<file path="config.mk">
export PLATFORM = sky130hd
export DESIGN_NAME = operand_entry_ctrl
export DESIGN_NICKNAME = d
export VERILOG_FILES = /design/src/rtl/operand_entry_pkg.sv /design/src/rtl/operand_timeout_cnt.sv /design/src/rtl/operand_entry_ctrl.sv
export SDC_FILE = /design/constraint.sdc
export NUM_CORES = 1
export LEC_CHECK = 0
export CAP_MARGIN = 20
export CORE_MARGIN = 2
export CORE_UTILIZATION = 42
export CTS_CLUSTER_DIAMETER = 120
export DETAILED_ROUTE_END_ITERATION = 8
export GPL_TIMING_DRIVEN = 0
export PLACE_DENSITY = 0.69
export SYNTH_ARGS = -nofsm -noshare
export SYNTH_HDL_FRONTEND = slang
export SYNTH_HIERARCHICAL = 1
export SYNTH_SLANG_ARGS = --single-unit
</file>
<file path="constraint.sdc">
create_clock -name clk -period 1.4 [get_ports clk]
set_clock_uncertainty 0.2 [all_clocks]
set_input_delay 0.28 -clock clk [delete_from_list [all_inputs] [get_ports clk]]
set_output_delay 0.28 -clock clk [all_outputs]
set_load 0.02 [all_outputs]
</file>
<file path="src/rtl/operand_entry_pkg.sv">
// Shared definitions for the calculator operand-entry controller:
// FSM state encodings, keypad codes, operator encodings and key decode helpers.
package operand_entry_pkg;

  // FSM state encodings (plain constants for compatibility with older code)
  localparam logic [2:0] ST_WAIT_A  = 3'd0;
  localparam logic [2:0] ST_WAIT_OP = 3'd1;
  localparam logic [2:0] ST_WAIT_B  = 3'd2;
  localparam logic [2:0] ST_WAIT_EQ = 3'd3;
  localparam logic [2:0] ST_EXEC    = 3'd4;

  // Keypad codes above the digit range
  localparam logic [3:0] KEY_DIGIT_MAX = 4'h9;
  localparam logic [3:0] KEY_ADD       = 4'hA;
  localparam logic [3:0] KEY_SUB       = 4'hB;
  localparam logic [3:0] KEY_MUL       = 4'hC;
  localparam logic [3:0] KEY_RSVD      = 4'hD;
  localparam logic [3:0] KEY_EQ        = 4'hE;
  localparam logic [3:0] KEY_CLR       = 4'hF;

  // Operator encodings presented on the op output
  typedef enum logic [1:0] {
    OP_ADD = 2'b00,
    OP_SUB = 2'b01,
    OP_MUL = 2'b10
  } op_e;

  // Coarse key categories used by the controller
  typedef enum logic [2:0] {
    KC_DIGIT = 3'd0,
    KC_OPER  = 3'd1,
    KC_EQ    = 3'd2,
    KC_RSVD  = 3'd3,
    KC_CLR   = 3'd4
  } key_class_e;

  // Map a raw key code onto its category
  function automatic key_class_e classify_key(input logic [3:0] code);
    key_class_e kc;
    if (code <= KEY_DIGIT_MAX) begin
      kc = KC_DIGIT;
    end else begin
      case (code)
        KEY_ADD, KEY_SUB, KEY_MUL: kc = KC_OPER;
        KEY_EQ:                    kc = KC_EQ;
        KEY_CLR:                   kc = KC_CLR;
        KEY_RSVD:                  kc = KC_RSVD;
        default:                   kc = KC_RSVD;
      endcase
    end
    return kc;
  endfunction

  // Translate an operator key into the op encoding
  function automatic logic [1:0] key_to_op(input logic [3:0] code);
    logic [1:0] o;
    case (code)
      KEY_ADD: o = OP_ADD;
      KEY_SUB: o = OP_SUB;
      KEY_MUL: o = OP_MUL;
      default: o = OP_ADD;
    endcase
    return o;
  endfunction

endpackage

</file>
<file path="src/rtl/operand_timeout_cnt.sv">
// Idle-cycle counter for operand entry. Counts cycles without a key while
// enabled and flags expiry on the cycle that would complete TIMEOUT_CYCLES
// idle cycles, so the controller's registered response lands exactly then.
// Only instantiated when OPERAND_TIMEOUT_EN is defined.
module operand_timeout_cnt #(
  parameter int unsigned TIMEOUT_CYCLES = 32'd27_000_000
) (
  input  logic clk,
  input  logic rst,
  input  logic restart,
  input  logic enable,
  output logic expired
);

  localparam int unsigned CNT_W = $clog2(TIMEOUT_CYCLES + 32'd1);
  localparam logic [CNT_W-1:0] CNT_LAST = CNT_W'(TIMEOUT_CYCLES - 32'd1);
  localparam logic [CNT_W-1:0] CNT_ONE  = CNT_W'(32'd1);
  localparam logic [CNT_W-1:0] CNT_ZERO = CNT_W'(32'd0);

  logic [CNT_W-1:0] cnt_r;

  // Idle counter: cleared by any key or when not waiting, saturates at the last count
  always_ff @(posedge clk or negedge rst) begin
    if (!rst) begin
      cnt_r <= CNT_ZERO;
    end else if (restart || !enable) begin
      cnt_r <= CNT_ZERO;
    end else if (cnt_r != CNT_LAST) begin
      cnt_r <= cnt_r + CNT_ONE;
    end else begin
      cnt_r <= cnt_r;
    end
  end

  assign expired = enable && !restart && (cnt_r == CNT_LAST);

endmodule

</file>
<file path="src/rtl/operand_entry_ctrl.sv">
// Operand entry controller: sequences keypad entry A, operator, B, equals,
// then waits for the ALU. All outputs are registered and respond one cycle
// after the sampled key_valid / alu_done.
// Optional feature macro: OPERAND_TIMEOUT_EN (abort entry after idle timeout).
module operand_entry_ctrl
  import operand_entry_pkg::*;
#(
  parameter int unsigned TIMEOUT_CYCLES = 32'd27_000_000
) (
  input  logic       clk,
  input  logic       rst,
  input  logic       key_valid,
  input  logic [3:0] key_code,
  input  logic       alu_done,
  output logic       load_a,
  output logic       load_b,
  output logic [3:0] num,
  output logic       clr,
  output logic [1:0] op,
  output logic       start,
  output logic       busy,
  output logic       error
);

  logic [2:0] state_r;
  logic [2:0] state_nxt_s;
  logic [3:0] num_nxt_s;
  logic [1:0] op_nxt_s;
  logic       load_a_nxt_s;
  logic       load_b_nxt_s;
  logic       clr_nxt_s;
  logic       start_nxt_s;
  logic       busy_nxt_s;
  logic       error_nxt_s;
  logic       timeout_s;
  key_class_e key_class_s;

  assign key_class_s = classify_key(key_code);

  // A zero-length timeout would make entry impossible; refuse it at elaboration
  if (TIMEOUT_CYCLES == 32'd0) begin : g_bad_timeout
    $error("operand_entry_ctrl: TIMEOUT_CYCLES must be at least 1");
  end

`ifdef OPERAND_TIMEOUT_EN
  logic waiting_s;

  // Timeout only applies while part-way through entering an expression
  assign waiting_s = (state_r == ST_WAIT_OP) || (state_r == ST_WAIT_B) ||
                     (state_r == ST_WAIT_EQ);

  operand_timeout_cnt #(
    .TIMEOUT_CYCLES(TIMEOUT_CYCLES)
  ) u_timeout_cnt (
    .clk     (clk),
    .rst     (rst),
    .restart (key_valid),
    .enable  (waiting_s),
    .expired (timeout_s)
  );
`else
  assign timeout_s = 1'b0;
`endif

  // Next-state and next-output decode; clear beats timeout beats normal keys
  always_comb begin
    state_nxt_s  = state_r;
    num_nxt_s    = num;
    op_nxt_s     = op;
    load_a_nxt_s = 1'b0;
    load_b_nxt_s = 1'b0;
    clr_nxt_s    = 1'b0;
    start_nxt_s  = 1'b0;
    error_nxt_s  = 1'b0;

    if (key_valid && (key_class_s == KC_CLR)) begin
      clr_nxt_s   = 1'b1;
      op_nxt_s    = OP_ADD;
      state_nxt_s = ST_WAIT_A;
    end else if (timeout_s) begin
      clr_nxt_s   = 1'b1;
      error_nxt_s = 1'b1;
      op_nxt_s    = OP_ADD;
      state_nxt_s = ST_WAIT_A;
    end else begin
      case (state_r)
        ST_WAIT_A, ST_WAIT_OP: begin
          if (key_valid) begin
            case (key_class_s)
              KC_DIGIT: begin
                num_nxt_s    = key_code;
                load_a_nxt_s = 1'b1;
                state_nxt_s  = ST_WAIT_OP;
              end
              KC_OPER: begin
                if (state_r == ST_WAIT_OP) begin
                  op_nxt_s    = key_to_op(key_code);
                  state_nxt_s = ST_WAIT_B;
                end else begin
                  error_nxt_s = 1'b1;
                end
              end
              default: error_nxt_s = 1'b1;
            endcase
          end else begin
            state_nxt_s = state_r;
          end
        end
        ST_WAIT_B, ST_WAIT_EQ: begin
          if (key_valid) begin
            case (key_class_s)
              KC_DIGIT: begin
                num_nxt_s    = key_code;
                load_b_nxt_s = 1'b1;
                state_nxt_s  = ST_WAIT_EQ;
              end
              KC_OPER: begin
                if (state_r == ST_WAIT_EQ) begin
                  op_nxt_s = key_to_op(key_code);
                end else begin
                  error_nxt_s = 1'b1;
                end
              end
              KC_EQ: begin
                if (state_r == ST_WAIT_EQ) begin
                  start_nxt_s = 1'b1;
                  state_nxt_s = ST_EXEC;
                end else begin
                  error_nxt_s = 1'b1;
                end
              end
              default: error_nxt_s = 1'b1;
            endcase
          end else begin
            state_nxt_s = state_r;
          end
        end
        ST_EXEC: begin
          // alu_done completes the operation; any concurrent non-clear key is dropped
          if (alu_done) begin
            state_nxt_s = ST_WAIT_A;
          end else begin
            state_nxt_s = ST_EXEC;
          end
          if (key_valid) begin
            error_nxt_s = 1'b1;
          end else begin
            error_nxt_s = 1'b0;
          end
        end
        default: begin
          state_nxt_s = ST_WAIT_A;
          op_nxt_s    = OP_ADD;
        end
      endcase
    end

    busy_nxt_s = (state_nxt_s == ST_EXEC);
  end

  // State and output registers; reset abandons any operation without pulses
  always_ff @(posedge clk or negedge rst) begin
    if (!rst) begin
      state_r <= ST_WAIT_A;
      num     <= 4'h0;
      op      <= OP_ADD;
      load_a  <= 1'b0;
      load_b  <= 1'b0;
      clr     <= 1'b0;
      start   <= 1'b0;
      busy    <= 1'b0;
      error   <= 1'b0;
    end else begin
      state_r <= state_nxt_s;
      num     <= num_nxt_s;
      op      <= op_nxt_s;
      load_a  <= load_a_nxt_s;
      load_b  <= load_b_nxt_s;
      clr     <= clr_nxt_s;
      start   <= start_nxt_s;
      busy    <= busy_nxt_s;
      error   <= error_nxt_s;
    end
  end

endmodule

</file>
==> results.toml <==
[run_status]
outcome = "finished with violations"
violations = "negative setup slack"

[routing]
detailroute.via_count = 707
antenna_violating_nets_post_route = 0
drt_iter0_markers = 7
detail_route.wirelength_um = 1850
firstDrtPassIters = 4
avgRoutedWirePerCell_um = 13.9
route.detailed.vias_per_inst = 5.32
post-route-drc-count = 0

[setup_path]
biggest_fanout_along_the_worst_timing_path = 4
timing.reg2reg.worst_path_depth = 5
criticalPathCategory = "flop to flop"
cp-start-kind = "flop"
cp_data_arrival_time_ns = 1.50
critical_path_required_time_ns = 1.37
cp-end-kind = "flop"

[grt]
grt_first_pass_wirelength_um = 2730
antenna_found_initial = 0
grt_util_all_layers = 0.179
globalRouteOverflowTotal = 0
grt_start_max_net_pins = 16
grt_pass1_vias = 622

[cts]
clk_path_buf_depth = 2
cts_tree = "built"
worst_skew_pair.late_latency_ns = 0.28
cts.sinks = 15
clk_pin_slew_ns = 0.09
cts_buffers = 3
cts.htree.levels = 1
cts_root_buf = "clkbuf_4"

[die]
ioPinCount = 20
floorplan.initialDensity = 0.446
coreArea_um2 = 1730
fp-row-count = 15
design.die.area_um2 = 2190
dieHeight_um = 46.8
die_w_um = 46.8

[timing]
grt_setup_unrepaired = "true"
final_critical_path_setup_slack_ns = -0.131
max_freq_mhz = 653
tightest_slew_ns = 0.677
finalWorstPathRequiredPeriod_ns = 1.53
finalSetupTns_ns = -0.646
report.final.hold_viol_count = 0
whs_ns = 0.0907
timing.final.max_slew_violations = 0
finalSetupViolCount = 6
max_slew_margin = 0.547
share_of_the_clock_period_used_by_the_worst_path_after_layout = 1.09

[synthesis]
syn_avg_cell_area_um2 = 9.87
ys_top_cells_by_count = "dfrtp_1, a21oi_1, nor2_1"
top_cell_type_s_share_of_synthesized_area = 0.488
synth.cell_area_um2 = 769
postSynthRegisterBits = 15
postSynth.asyncResetShare = 1.00
postSynthCellCount = 78
yosysTopAreaCell = "dfrtp_1"
synth_top_flop_cell = "dfrtp_1"
total_nets_after_synthesis = 86
synth_cell_type_count = 31
synth.most_common_cell = "dfrtp_1"
warnings_synthesis = 6
yosysSeqAreaShare = 0.488
ys_top_cells_by_area = "dfrtp_1, a21oi_1, mux2_2, o21ai_0, nor2_1"
synth_enable_flop_cells = 0

[pwr]
p_leak_uw = 0.000495
vdd.ir_drop.worst_mv = 0.746
p_per_area_nw_per_um2 = 1340

[final_layout]
n_fill_cell = 155
antenna_cells = 0
final_layout_size_suffix_gt1_frac = 0.491
final_core_util = 0.639
syn2layout_area_growth_pct = 43.4
final_net_count = 117

[hold_path]
worst_hold_path_type = "input pin to flop"
hold_path_cells = 3

[placement]
gp_congestion = 0.834
dp_slack_ns = -0.693
port_buffers = 17
hpwlAfterDp_um = 1140

[flow_run]
maxCapViolations = 0
==> area by class of cell <==
class / instances / area (um2) / share of cell area
Multi-Input combinational cell: 53 / 427 / 0.387
Sequential cell: 15 / 377 / 0.341
Timing Repair Buffer: 26 / 170 / 0.154
Buffer: 6 / 57.6 / 0.0522
Tap cell: 25 / 31.3 / 0.0283
Clock buffer: 4 / 26.3 / 0.0238
Inverter: 4 / 15.0 / 0.0136
==> registers in the layout (all words and copies together), names as in the netlist <==
name and cells:
start 1, busy 1, load_a 1, clr 1
op 2, state_r 3, load_b 1, num 4
error 1
==> cells by family (layout without fill, tap and decap cells) <==
group | after synthesis | after routing | share of synthesized area
compound gates | 22 | 22 | 0.189
simple gates | 28 | 28 | 0.213
mux | 3 | 3 | 0.0439
buf+inv | 10 | 40 | 0.0667
flops | 15 | 15 | 0.488
==> placed cells by master (no fill, tap or decap), types with 3 or more instances in the layout <==
master    Yosys  final
a21oi_1       8      4
a21oi_2       0      3
buf_2         5     16
buf_4         0      8
buf_6         1      3
clkbuf_4      0      3
dfrtp_1      15     14
nand2_1       4      4
nor2_1        8      6
o21ai_0       6      5
==> metal layers <==
metal	GRT usage	wire length (um)	up-vias
met3	0.0346	68	7
met1	0.233	839	342
li1	-	-	341
met4	0.0889	38	0
met5	0	0	-
met2	0.285	902	17
==> stage by stage <==
| step | power [uW] | cell area [um2] | cells |
|---|---|---|---|
| floorplan | 905 | 802 | 78 |
| global route | 1570 | 1100 | 133 |
| detailed placement | 1080 | 1000 | 120 |
| finish | 1480 | 1100 | 133 |
| CTS | 1350 | 1090 | 131 |
| global placement | 1070 | 1000 | 120 |
==> critical path: stages, from the launching register on <==
cell and delay (ns):
dfrtp_1 0.35, buf_6 0.13, a21oi_4 0.06, a311oi_2 0.28
nor2_2 0.08, a221o_1 0.32
==> path summary, 6_finish.rpt <==
path	from	to	slack (ns)
setup / recovery	state_r[0]$_DFF_PN0_	op[1]$_DFFE_PN0P_	-0.13
hold / removal	key_code[0]	start$_DFF_PN0_	0.09
min in group asynchronous	rst	clr$_DFF_PN0_	0.20
max in group asynchronous	rst	state_r[1]$_DFF_PN0_	0.32
hold reg to reg	num[3]$_DFFE_PN0P_	num[3]$_DFFE_PN0P_	0.28
setup reg to reg	state_r[0]$_DFF_PN0_	op[1]$_DFFE_PN0P_	-0.13
==> timing repair <==
item	CTS	global route
gates cloned	0	0
resized for setup	52	18
endpoints found under the setup margin	24	18
setup buffers	7	2
hold buffers	0	0
pin swaps	6	6
==> power by group <==
part	leakage, uW	internal, uW	switching [uW]	total (uW)
Clock	0.0000150	111	137	248
Combinational	0.000296	326	336	662
Sequential	0.000185	511	58.8	570
Total	0.000495	948	532	1480
No activity file was read; power rests on OpenSTA's default activity.
